File: src/rtl/stack_transfer_sequencer.sv
// Sequences multi-register PUSH/POP as one single-word stack transfer per register,
// with an up-front stack bounds check over the whole list.
module stack_transfer_sequencer #(
    parameter int unsigned WORD_SIZE           = 32,
    parameter int unsigned KERNEL_STACK_TOP    = 4096,
    parameter int unsigned KERNEL_STACK_BOTTOM = 6143,
    parameter int unsigned USER_STACK_TOP      = 6144,
    parameter int unsigned USER_STACK_BOTTOM   = 8191,
    parameter int unsigned REG_LIST_WIDTH      = 8
) (
    input  logic                      clock,
    input  logic                      reset,
    input  logic                      start,
    input  logic                      is_pop,
    input  logic [REG_LIST_WIDTH-1:0] reg_list,
    input  logic                      extra_reg,
    input  logic                      is_kernel,
    input  logic [WORD_SIZE-1:0]      current_SP,
    input  logic                      mem_ready,
    output logic [2:0]                handler_control,
    output logic [3:0]                reg_index,
    output logic                      mem_req,
    output logic                      mem_write,
    output logic                      reg_write,
    output logic                      busy,
    output logic                      done,
    output logic                      fault
);

    localparam int unsigned MaskW = REG_LIST_WIDTH + 1;
    localparam int unsigned PosW  = $clog2(MaskW);
    localparam int unsigned CntW  = $clog2(MaskW + 1);
    localparam int unsigned ExtW  = WORD_SIZE + 2;

    typedef enum logic [2:0] {
        StIdle,
        StCheck,
        StXfer,
        StFinish,
        StFault
    } state_e;

    state_e               state_q;
    logic                 is_pop_q;
    logic                 is_kernel_q;
    logic [MaskW-1:0]     mask_q;
    logic [WORD_SIZE-1:0] sp0_q;
    logic [2:0]           ctrl_q;
    logic [3:0]           index_q;
    logic                 mem_req_q;
    logic                 mem_write_q;
    logic                 busy_q;
    logic                 done_q;
    logic                 fault_q;

    logic [CntW-1:0]  cnt;
    logic [PosW-1:0]  pos_cur;
    logic [PosW-1:0]  pos_next;
    logic [MaskW-1:0] mask_next;
    logic [ExtW-1:0]  sp_ext;
    logic [ExtW-1:0]  n_ext;
    logic [ExtW-1:0]  top_ext;
    logic [ExtW-1:0]  bot_ext;
    logic             bound_fault;

    // POP walks lowest bit first, PUSH walks highest bit first.
    function automatic logic [PosW-1:0] pick(input logic [MaskW-1:0] m, input logic low_first);
        logic [PosW-1:0] p;
        p = '0;
        if (low_first) begin
            for (int i = MaskW - 1; i >= 0; i--) begin
                if (m[i]) p = PosW'(i);
            end
        end else begin
            for (int i = 0; i < MaskW; i++) begin
                if (m[i]) p = PosW'(i);
            end
        end
        return p;
    endfunction

    // The top mask bit stands for LR on PUSH and PC on POP.
    function automatic logic [3:0] pos_to_reg(input logic [PosW-1:0] p, input logic pop);
        logic [3:0] r;
        if (32'(p) == MaskW - 1) r = pop ? 4'd15 : 4'd14;
        else                     r = 4'(p);
        return r;
    endfunction

    always_comb begin
        cnt = '0;
        for (int i = 0; i < MaskW; i++) begin
            cnt = cnt + CntW'(mask_q[i]);
        end
        pos_cur   = pick(mask_q, is_pop_q);
        mask_next = mask_q & ~(MaskW'(1) << pos_cur);
        pos_next  = pick(mask_next, is_pop_q);

        // Widened so neither SP + n nor TOP + n can wrap.
        sp_ext  = ExtW'(sp0_q);
        n_ext   = ExtW'(cnt);
        top_ext = is_kernel_q ? ExtW'(KERNEL_STACK_TOP) : ExtW'(USER_STACK_TOP);
        bot_ext = is_kernel_q ? ExtW'(KERNEL_STACK_BOTTOM) : ExtW'(USER_STACK_BOTTOM);
        bound_fault = is_pop_q ? (sp_ext + n_ext > bot_ext + ExtW'(1))
                               : (sp_ext < top_ext + n_ext);
    end

    always_ff @(posedge clock) begin
        if (!reset) begin
            state_q     <= StIdle;
            is_pop_q    <= 1'b0;
            is_kernel_q <= 1'b0;
            mask_q      <= '0;
            sp0_q       <= '0;
            ctrl_q      <= 3'd0;
            index_q     <= 4'd0;
            mem_req_q   <= 1'b0;
            mem_write_q <= 1'b0;
            busy_q      <= 1'b0;
            done_q      <= 1'b0;
            fault_q     <= 1'b0;
        end else begin
            done_q  <= 1'b0;
            fault_q <= 1'b0;
            unique case (state_q)
                StIdle: begin
                    if (start) begin
                        is_pop_q    <= is_pop;
                        is_kernel_q <= is_kernel;
                        mask_q      <= {extra_reg, reg_list};
                        sp0_q       <= current_SP;
                        busy_q      <= 1'b1;
                        state_q     <= StCheck;
                    end
                end
                StCheck: begin
                    if (bound_fault) begin
                        fault_q <= 1'b1;
                        state_q <= StFault;
                    end else if (mask_q == '0) begin
                        done_q  <= 1'b1;
                        state_q <= StFinish;
                    end else begin
                        mem_req_q   <= 1'b1;
                        mem_write_q <= ~is_pop_q;
                        ctrl_q      <= is_pop_q ? 3'd2 : 3'd1;
                        index_q     <= pos_to_reg(pos_cur, is_pop_q);
                        state_q     <= StXfer;
                    end
                end
                StXfer: begin
                    if (mem_ready) begin
                        mask_q <= mask_next;
                        if (mask_next == '0) begin
                            mem_req_q   <= 1'b0;
                            mem_write_q <= 1'b0;
                            ctrl_q      <= 3'd0;
                            index_q     <= 4'd0;
                            done_q      <= 1'b1;
                            state_q     <= StFinish;
                        end else begin
                            index_q <= pos_to_reg(pos_next, is_pop_q);
                        end
                    end
                end
                StFinish, StFault: begin
                    busy_q  <= 1'b0;
                    state_q <= StIdle;
                end
                default: state_q <= StIdle;
            endcase
        end
    end

    assign handler_control = ctrl_q;
    assign reg_index       = index_q;
    assign mem_req         = mem_req_q;
    assign mem_write       = mem_write_q;
    assign reg_write       = mem_req_q & is_pop_q & mem_ready;
    assign busy            = busy_q;
    assign done            = done_q;
    assign fault           = fault_q;

endmodule

File: config.mk
export PLATFORM = sky130hd
export DESIGN_NAME = stack_transfer_sequencer
export DESIGN_NICKNAME = d
export VERILOG_FILES = /design/src/rtl/stack_transfer_sequencer.sv
export SDC_FILE = /design/constraint.sdc
export NUM_CORES = 1
export LEC_CHECK = 0
export ABC_AREA = 1
export CELL_PAD_IN_SITES_DETAIL_PLACEMENT = 1
export CELL_PAD_IN_SITES_GLOBAL_PLACEMENT = 2
export CORE_ASPECT_RATIO = 1.2
export CORE_MARGIN = 2
export CORE_UTILIZATION = 29
export CTS_CLUSTER_SIZE = 8
export DETAILED_ROUTE_END_ITERATION = 10
export PLACE_DENSITY = 0.81
export SETUP_SLACK_MARGIN = 0.4
export SYNTH_ARGS = -nofsm -noshare
export SYNTH_HDL_FRONTEND = slang
export SYNTH_SLANG_ARGS = --single-unit
File: constraint.sdc
create_clock -name clock -period 7.35 [get_ports clock]
set_clock_uncertainty 0.15 [all_clocks]
set_input_delay 1.8375 -clock clock [delete_from_list [all_inputs] [get_ports clock]]
set_output_delay 1.8375 -clock clock [all_outputs]
set_load 0.01 [all_outputs]
Word level (Yosys, flattened, before mapping) --
Index checks and enable logic that the tools add are counted.
Storage, ports and cells: register bits after elaboration 58, latch bits 0, memory bits (writable) 0, memory bits (read-only) 0, bits of input ports 47, output and inout port bits 13, word-level logic and storage cells 134, memories 0
Operators by class: $add $sub $neg 11, multiply operators 0, div/mod/pow operators 0, magnitude comparators 2, equal/unequal tests 11, shift-type cells 1, mux-type cells 78, bitwise gates (word level) 5, reduce and logical (&&, ||, !) cells 14
Operators with widths (count):
- 4-bit two-way mux | 40
- 32-bit by 4-bit adder with 33-bit output | 1
- 33-bit by 14-bit greater-than comparator with 1-bit output | 1
- 32-bit by 14-bit < comparator with 1-bit output | 1
- 12-bit two-way mux | 2
- 3-bit two-way mux | 8
- 4-bit by 1-bit adder with 4-bit output | 5
- 9-bit zero test | 2
- 9-bit two-way mux | 2
- 9-bit case mux with 2 select lines | 1
- 1-bit two-way mux | 17
- 13-bit by 1-bit adder with 14-bit output (second input constant) | 1
- 13-bit by 4-bit adder with 14-bit output | 1
- 2-bit inequality test (second input constant) | 5
- 9-bit bitwise AND | 1
- 9-bit NOT | 1
- 3-bit case mux with 3 select lines | 1
- 1-bit by 4-bit << shifter with 9-bit output (first input constant) | 1
- 4-bit equality test (second input constant) | 2
- 1-bit case mux with 2 select lines | 4
- 4-bit case mux with 2 select lines | 1
- 3-bit by 2-bit equality test with 1-bit output (second input constant) | 2
- 3-bit case mux with 2 select lines | 1
- 2-bit AND reduction | 3
- other kinds (14) | 18

Longest topological paths before layout --
Gate-level depths: netlist (run 1).
depth in word-level cells 28, gate-level depth with buffers 37, gate-level depth less buffers 37

Least setup slack after synthesis (run 1) --
OpenSTA, ideal clock, no wires.
kind register to register, start point register mask_q[0], end point register ctrl_q[0], in the netlist handler_control[0], data arrival time 5458 ps, setup slack 1612 ps, cell stages (with the launch flop) 36, period minus slack after synthesis 5738 ps, cells stage by stage dfxtp_1 > inv_1 > fa_1 > fa_1 > fa_1 > fa_1 > fa_1 > xor2_1 > inv_1 > ha_1 > buf_2 > nand2_1 > nand2_1 > inv_1 > nand2_1 > nand2_1 > a21oi_4 > xor2_1 > ha_1 > nand2_1 > nor3_1 > nand3_1 > nor2_1 > nand3_1 > nor2_1 > nand3_1 > a21oi_2 > nand3_1 > nand2_2 > nand2_2 > nand2_4 > nand2_4 > clkinv_4 > nand2_2 > nand2_1 > a21oi_1
Between the ends: word-level cells in the longest chain between the ends 13, elaborated cells on any way between the ends 24, those cells by class 10 x add/sub; 2 x order compare; 3 x eq/ne; 1 x shift; 3 x mux; 2 x bitwise; 3 x reduce/logical
RTL lines:
- from (decl) | RTL line 46 | logic [MaskW-1:0] mask_q;
- from (signal assigned) | RTL line 130 | mask_q <= {extra_reg, reg_list};
- from (signal assigned) | RTL line 153 | mask_q <= mask_next;
- 1-bit by 1-bit adder with 2-bit output | RTL line 93 | cnt = cnt + CntW'(mask_q[i]);
- 2-bit by 1-bit adder with 3-bit output | RTL line 93
- 3-bit by 1-bit adder with 4-bit output | RTL line 93
- 4-bit by 1-bit adder with 4-bit output (5 in a row) | RTL line 93
- 32-bit by 4-bit adder with 33-bit output or 13-bit by 4-bit adder with 14-bit output (tied branches) | RTL line 104, 105
- 33-bit by 14-bit greater-than comparator with 1-bit output or 32-bit by 14-bit < comparator with 1-bit output (tied branches) | RTL line 104, 105
- 1-bit two-way mux | RTL line 104 | bound_fault = is_pop_q ? (sp_ext + n_ext > bot_ext + ExtW'(1))
- 2-bit inequality test (no line)
- 5-bit AND reduction (no line) *
- to (signal assigned) | RTL line 146 | ctrl_q <= is_pop_q ? 3'd2 : 3'd1;
- to (decl) | RTL line 48 | logic [2:0] ctrl_q;
Mark *: on every way between the ends. The rest lies on a longest branch, timed or not. A chain may end at the register's enable or synchronous reset.

Worst setup path after layout (run 1) --
Same ends and word-level chain as after synthesis.

==> flow_summary.yaml, run 1 <==
timing:
  fin_crit_sh_pct: 86.5
  timing.fmax_mhz: 157
  tns_ps: 0
  min_period_ps: 6360
  whs_ps: 333
  hold_violations: 0
  rsz0062_at_grt: "false"
  slew_headroom_pct: 41.6
  slew_violations: 0
  worst_pin_slew_ps: 871
  setup_viol: 0
pwr:
  total_power_w: 0.00166
  vdd_drop_max_uv: 135
  p_int_w: 0.000854
  combPwrFrac_pct: 55.2
  switching_share_pct: 48.6
  clkPwrFrac_pct: 15.8
  switchingPower_w: 0.000806
  p_seq_share_pct: 29.0
  powerDensity_nw_per_um2: 321
  leakagePower_nw: 2.25
detailed_routing:
  first_pass_iters: 4
  vias: 4599
  wl_um: 14300
  wire_per_inst_um: 15.5
  drc: 0
  vias_per_cell: 4.98
  ant_nets: 0
  drt-initial-drc-count: 174
finish:
  fin_nets: 816
  diodes: 0
  regArea_sq_um: 1120
  drive_above_1_share_pct: 5.07
  area_growth_pct: 21.6
  multi_input_comb_area_sq_um: 2680
  nFillCells: 1881
setup_path:
  critPathArrivalTime_ps: 6440
  critPathKind: "flop to flop"
  critPathMaxStageDelay_ps: 560
  crit_required_ps: 7430
  crit_fanout: 7
  crit_slowest_cell: "fa_1"
  crit_path_end_kind: "flop"
  start_kind: "flop"
synthesis:
  syn_area_sq_um: 4260
  yosysSeqAreaShare_pct: 26.3
  avgSynthCellArea_sq_um: 6.13
  synthArstFlopShare_pct: 0
  ys_seq_elements: 56
  synth_nets: 762
  ys_warn_count: 0
  synth_cells: 694
  synth_edf_count: 0
  yosysUniqueCellTypes: 39
  ys.flop_type: "dfxtp_1"
min_path:
  hold_class: "flop to flop"
clock_tree:
  cts_buffers: 5
  cts_tree: "yes"
  clkTransAtPathRegs_ps: 80
  ctsHtreeMaxLevel: 2
  cts_root_buffer: "clkbuf_16"
  cts_buffer_depth: 2
  clock_latency_ps: 310
  cts_sinks: 56
  ctsHoldBuffers: 0
die:
  num_rows: 48
  io_pins: 60
  core_sq_um: 14400
  die_h_um: 137
  die_area_sq_um: 15700
  die_w_um: 115
  initial_core_util_pct: 29.6
placement:
  routabilityCongestion: 0.860
  hpwl_um: 11700
  portBuffers: 58
global_route:
  grt_pass1_vias: 4902
  grt_start_max_net_pins: 39
  grt_pass1_wl_um: 23800
  gr-total-overflow: 0
  antenna_found_initial: 0
  grtUsageTotal_pct: 19.3
job:
  drv_cap: 0
outcome:
  status: "finished clean"
[flip-flops by register name, indices dropped and copies added, names as in the netlist]
signal and cells:
mem_req 1, is_pop_q 1, busy 1, state_q 3, done 1, handler_control 2, mask_q 9, is_kernel_q 1
sp0_q 32, reg_index 4, fault 1
[cell usage after synthesis (2+ instances only)]
| cell | number | area share (%) |
|---|---|---|
| nand2_1 | 191 | 17 |
| inv_1 | 90 | 7.9 |
| nor2_1 | 77 | 6.8 |
| dfxtp_1 | 56 | 26 |
| nand3_1 | 53 | 6.2 |
| a21oi_1 | 52 | 6.1 |
| o21ai_0 | 48 | 5.6 |
| nand4_1 | 20 | 2.9 |
| ha_1 | 15 | 4.4 |
| nor3_1 | 14 | 1.6 |
| clkbuf_1 | 12 | 1.1 |
| o211ai_1 | 10 | 1.8 |
| xor2_1 | 8 | 1.6 |
| fa_1 | 6 | 2.8 |
| nor2_2 | 5 | 0.74 |
| clkinv_1 | 4 | 0.35 |
| nand2_2 | 4 | 0.59 |
| buf_4 | 3 | 0.53 |
| nand2_4 | 3 | 0.79 |
| a211oi_1 | 2 | 0.35 |
| nand3b_1 | 2 | 0.35 |
| o21ai_1 | 2 | 0.24 |
[critical path: cells and delay by family (launching register included)]
kind	cells	cell delay (ps)
xor+xnor	2	280
fa+ha+maj	7	2960
flops	1	400
buf+inv	4	310
compound gates	3	520
simple gates	17	1640
[per-layer routing]
metal	global-route usage (%)	vias to the layer above	wire, um
li1	-	2340	-
met1	21.8	2186	6130
met2	37.5	59	7580
met3	2.48	14	368
met4	4.95	0	238
met5	0	-	0
[placed cells by master (no fill, tap or decap), types with 2 or more instances in the layout]
cell	count
a211oi_1	2
a21oi_1	51
a21oi_2	2
buf_4	7
clkbuf_16	5
clkdlybuf4s50_1	58
clkinv_1	4
clkinv_4	2
dfxtp_1	56
fa_1	6
ha_1	15
inv_1	90
nand2_1	191
nand2_2	4
nand2_4	3
nand3_1	53
nand3b_1	2
nand4_1	20
nor2_1	77
nor2_2	4
nor2_4	2
nor3_1	14
o211ai_1	10
o21ai_0	48
o21ai_1	2
xor2_1	8
[worst paths after layout]
path	to	startpoint	depth (start not counted)	slack (ps)
setup reg to reg	handler_control[0]	mask_q[0]	33	990
hold / removal	handler_control[1]	handler_control[1]	2	330
setup / recovery	handler_control[0]	mask_q[0]	33	990
hold reg to reg	handler_control[1]	handler_control[1]	2	330
[logic make-up (layout without fill, tap and decap cells)]
family	Yosys count	count (layout)	share of synthesized area, %
adders and majority gates	21	21	7.23
other	1	1	0.0881
AOI/OAI and AO/OA	119	119	15.3
xor gates and xnor gates	9	9	1.85
and+or+nand+nor	374	374	38.3
buffers and inverters	114	169	10.8
DFF	56	56	26.3
[what timing repair did]
item / 4_1_cts / 5_1_grt
buffers inserted: 0 / 2
setup endpoints to repair: 0 / 9
gates resized for setup: 0 / 2
[cell type report]
type | instances | share of cell area, %
well taps | 175 | 4.23
inverters | 96 | 7.06
repair buffers | 65 | 12.2
multi-input cells | 524 | 51.9
clock inverters | 3 | 0.532
clock buffers | 5 | 2.42
flip-flops and latches | 56 | 21.7
[per-stage QoR]
step	area, sq um	utilization [%]	std cells	setup slack [ps]
2_1_floorplan	4260	-	694	1610
3_3_place_gp	5000	34.8	914	1020
3_5_place_dp	5000	34.8	914	736
4_1_cts	5150	35.9	922	695
5_1_grt	5170	36.1	924	401
6_report	5170	36.1	924	991
[power groups by stage]
stage          Sequential, W  Clock [W]  Combinational (W)
2_1_floorplan       0.000461          0           0.000641
5_1_grt             0.000496   0.000281            0.00105
4_1_cts             0.000483   0.000273           0.000932
6_report            0.000482   0.000262           0.000915
3_5_place_dp        0.000488          0           0.000927
3_3_place_gp        0.000487          0           0.000900
Note: power is estimated with default switching activity, not from simulation.
==> inputs of run 2 (changes only) <==
- CORE_UTILIZATION: 29 -> 32
- PLACE_DENSITY: 0.81 -> 0.88
- clock period: 7.35 -> 7.6 ns (I/O delays scaled with it)
==> run 2 against run 1 <==
Critical path depth is the same. Sequential share of layout area grew 0.12 points. Cell area shrank 0.56%.
==> flow_summary.yaml, run 2 (synthesized netlist as in run 1, its figures left out) <==
finish:
  top_register: "sp0_q"
  largest_reg_flops: 32
  final_cell_mix: "191 x nand2_1, 90 x inv_1, 77 x nor2_1, 58 x clkdlybuf4s50_1, 56 x dfxtp_1"
  nFillCells: 1753
  diodes: 0
  area_growth_pct: 20.9
  multi_input_comb_area_sq_um: 2680
  fin_nets: 814
  final_common_cell: "nand2_1"
  regArea_sq_um: 1120
  drive_above_1_share_pct: 4.69
placement:
  portBuffers: 58
  hpwl_um: 11800
  post-place-ws_ps: 937
  routabilityCongestion: 0.940
global_route:
  grt_start_max_net_pins: 39
  grtUsageTotal_pct: 21.4
  gr-total-overflow: 0
  grt_pass1_vias: 4933
  grt_pass1_wl_um: 23700
  antenna_found_initial: 0
detailed_routing:
  vias_per_cell: 5.00
  ant_nets: 0
  drt-initial-drc-count: 86
  drc: 0
  first_pass_iters: 4
  wire_per_inst_um: 15.6
  vias: 4572
  wl_um: 14300
timing:
  slew_violations: 0
  hold_violations: 0
  timing.fmax_mhz: 152
  fin_crit_sh_pct: 86.3
  setup_viol: 0
  slew_headroom_pct: 44.6
  min_period_ps: 6560
  worst_pin_slew_ps: 826
  rsz0062_at_grt: "false"
  fin_ws_ps: 1040
  tns_ps: 0
setup_path:
  start_kind: "flop"
  critPathMaxStageDelay_ps: 570
  crit_start: "mask_q[0]"
  ff2ff_path_depth: 33
  r2r_slack_ps: 1040
  crit_fanout: 7
  reg2reg_to: "handler_control[1]"
  crit_slowest_cell: "fa_1"
  critPathArrivalTime_ps: 6640
  worstReg2RegStart: "mask_q[0]"
  crit_required_ps: 7680
  crit_path_end_kind: "flop"
  critPathKind: "flop to flop"
  endpoint: "handler_control[1]"
pwr:
  powerDensity_nw_per_um2: 312
  total_power_w: 0.00160
  vdd_drop_max_uv: 161
  leakagePower_nw: 2.23
clock_tree:
  cts_buffers: 5
  ctsHoldBuffers: 0
  cts_buffer_depth: 2
  postCtsSetupBuffers: 0
  cts_resized: 0
  cts_tree: "yes"
  ctsHtreeMaxLevel: 2
  clkTransAtPathRegs_ps: 90
  cts_sinks: 56
  clock_latency_ps: 320
  cts_root_buffer: "clkbuf_16"
die:
  initial_core_util_pct: 32.4
  core_sq_um: 13100
  die_w_um: 109
  io_pins: 60
  die_area_sq_um: 14200
  num_rows: 46
  die_h_um: 130
min_path:
  hold_class: "flop to flop"
  min_from: "reg_index[1]"
job:
  drv_cap: 0
outcome:
  status: "finished clean"
[run 2: changes by cell type in the layout (fill, tap and decap cells not counted)]
cell	change
clkinvlp_4	+1
buf_4	-2
clkinv_4	-1
a21oi_1	+1
a21oi_2	-1
[run 2: worst max-delay path: cells and delay by family (launching register included)]
family          cells  cell delay (ps)
fa+ha+maj           7             2990
simple gates       17             1690
compound gates      3              600
flops               1              400
xor+xnor            2              330
buf+inv             4              320
[run 2: power by group]
group	switching [W]	internal, W	leakage [nW]
logic	0.000557	0.000327	1.70
registers	0.0000929	0.000372	0.462
clock network	0.000129	0.000125	0.0680
total	0.000779	0.000824	2.23
[run 2: final cells by class]
type,instances,area share [%]
clock buffer,5,2.43
sequential,56,21.8
inverter,96,7.10
multi-input combinational,524,52.1
timing repair buffer,63,12.0
clock inverter,3,0.511
tap,168,4.08
[run 2: metal layers]
layer / global-route usage [%] / wire length, um / vias to the layer above
li1: - / - / 2339
met1: 23.4 / 5940 / 2145
met2: 41.8 / 7600 / 67
met3: 3.25 / 421 / 21
met4: 6.78 / 306 / 0
met5: 0 / 0 / -
[run 2: worst min path at each step]
stage	to	cells after the start
4_1_cts	reg_index[1]	2
3_5_place_dp	reg_index[1]	2
2_1_floorplan	sp0_q[0]	2
3_3_place_gp	handler_control[1]	2
6_report	reg_index[1]	2
5_1_grt	handler_control[1]	2
[run 2: metrics by stage]
| stage | hold WS [ps] | std cells | cell area, sq um | util (%) |
|---|---|---|---|---|
| 4_1_cts | 334 | 915 | 5140 | 39.2 |
| 3_3_place_gp | 305 | 907 | 4990 | 38.0 |
| 2_1_floorplan | 304 | 694 | 4260 | - |
| 3_5_place_dp | 318 | 907 | 4990 | 38.0 |
| 5_1_grt | 364 | 915 | 5150 | 39.2 |
| 6_report | 333 | 915 | 5150 | 39.2 |
==> inputs of run 3 (changes only) <==
- GPL_ROUTABILITY_DRIVEN: default -> 0
==> results of run 3 <==
The final DEF is identical to that of run 2; final timing and power are the same.
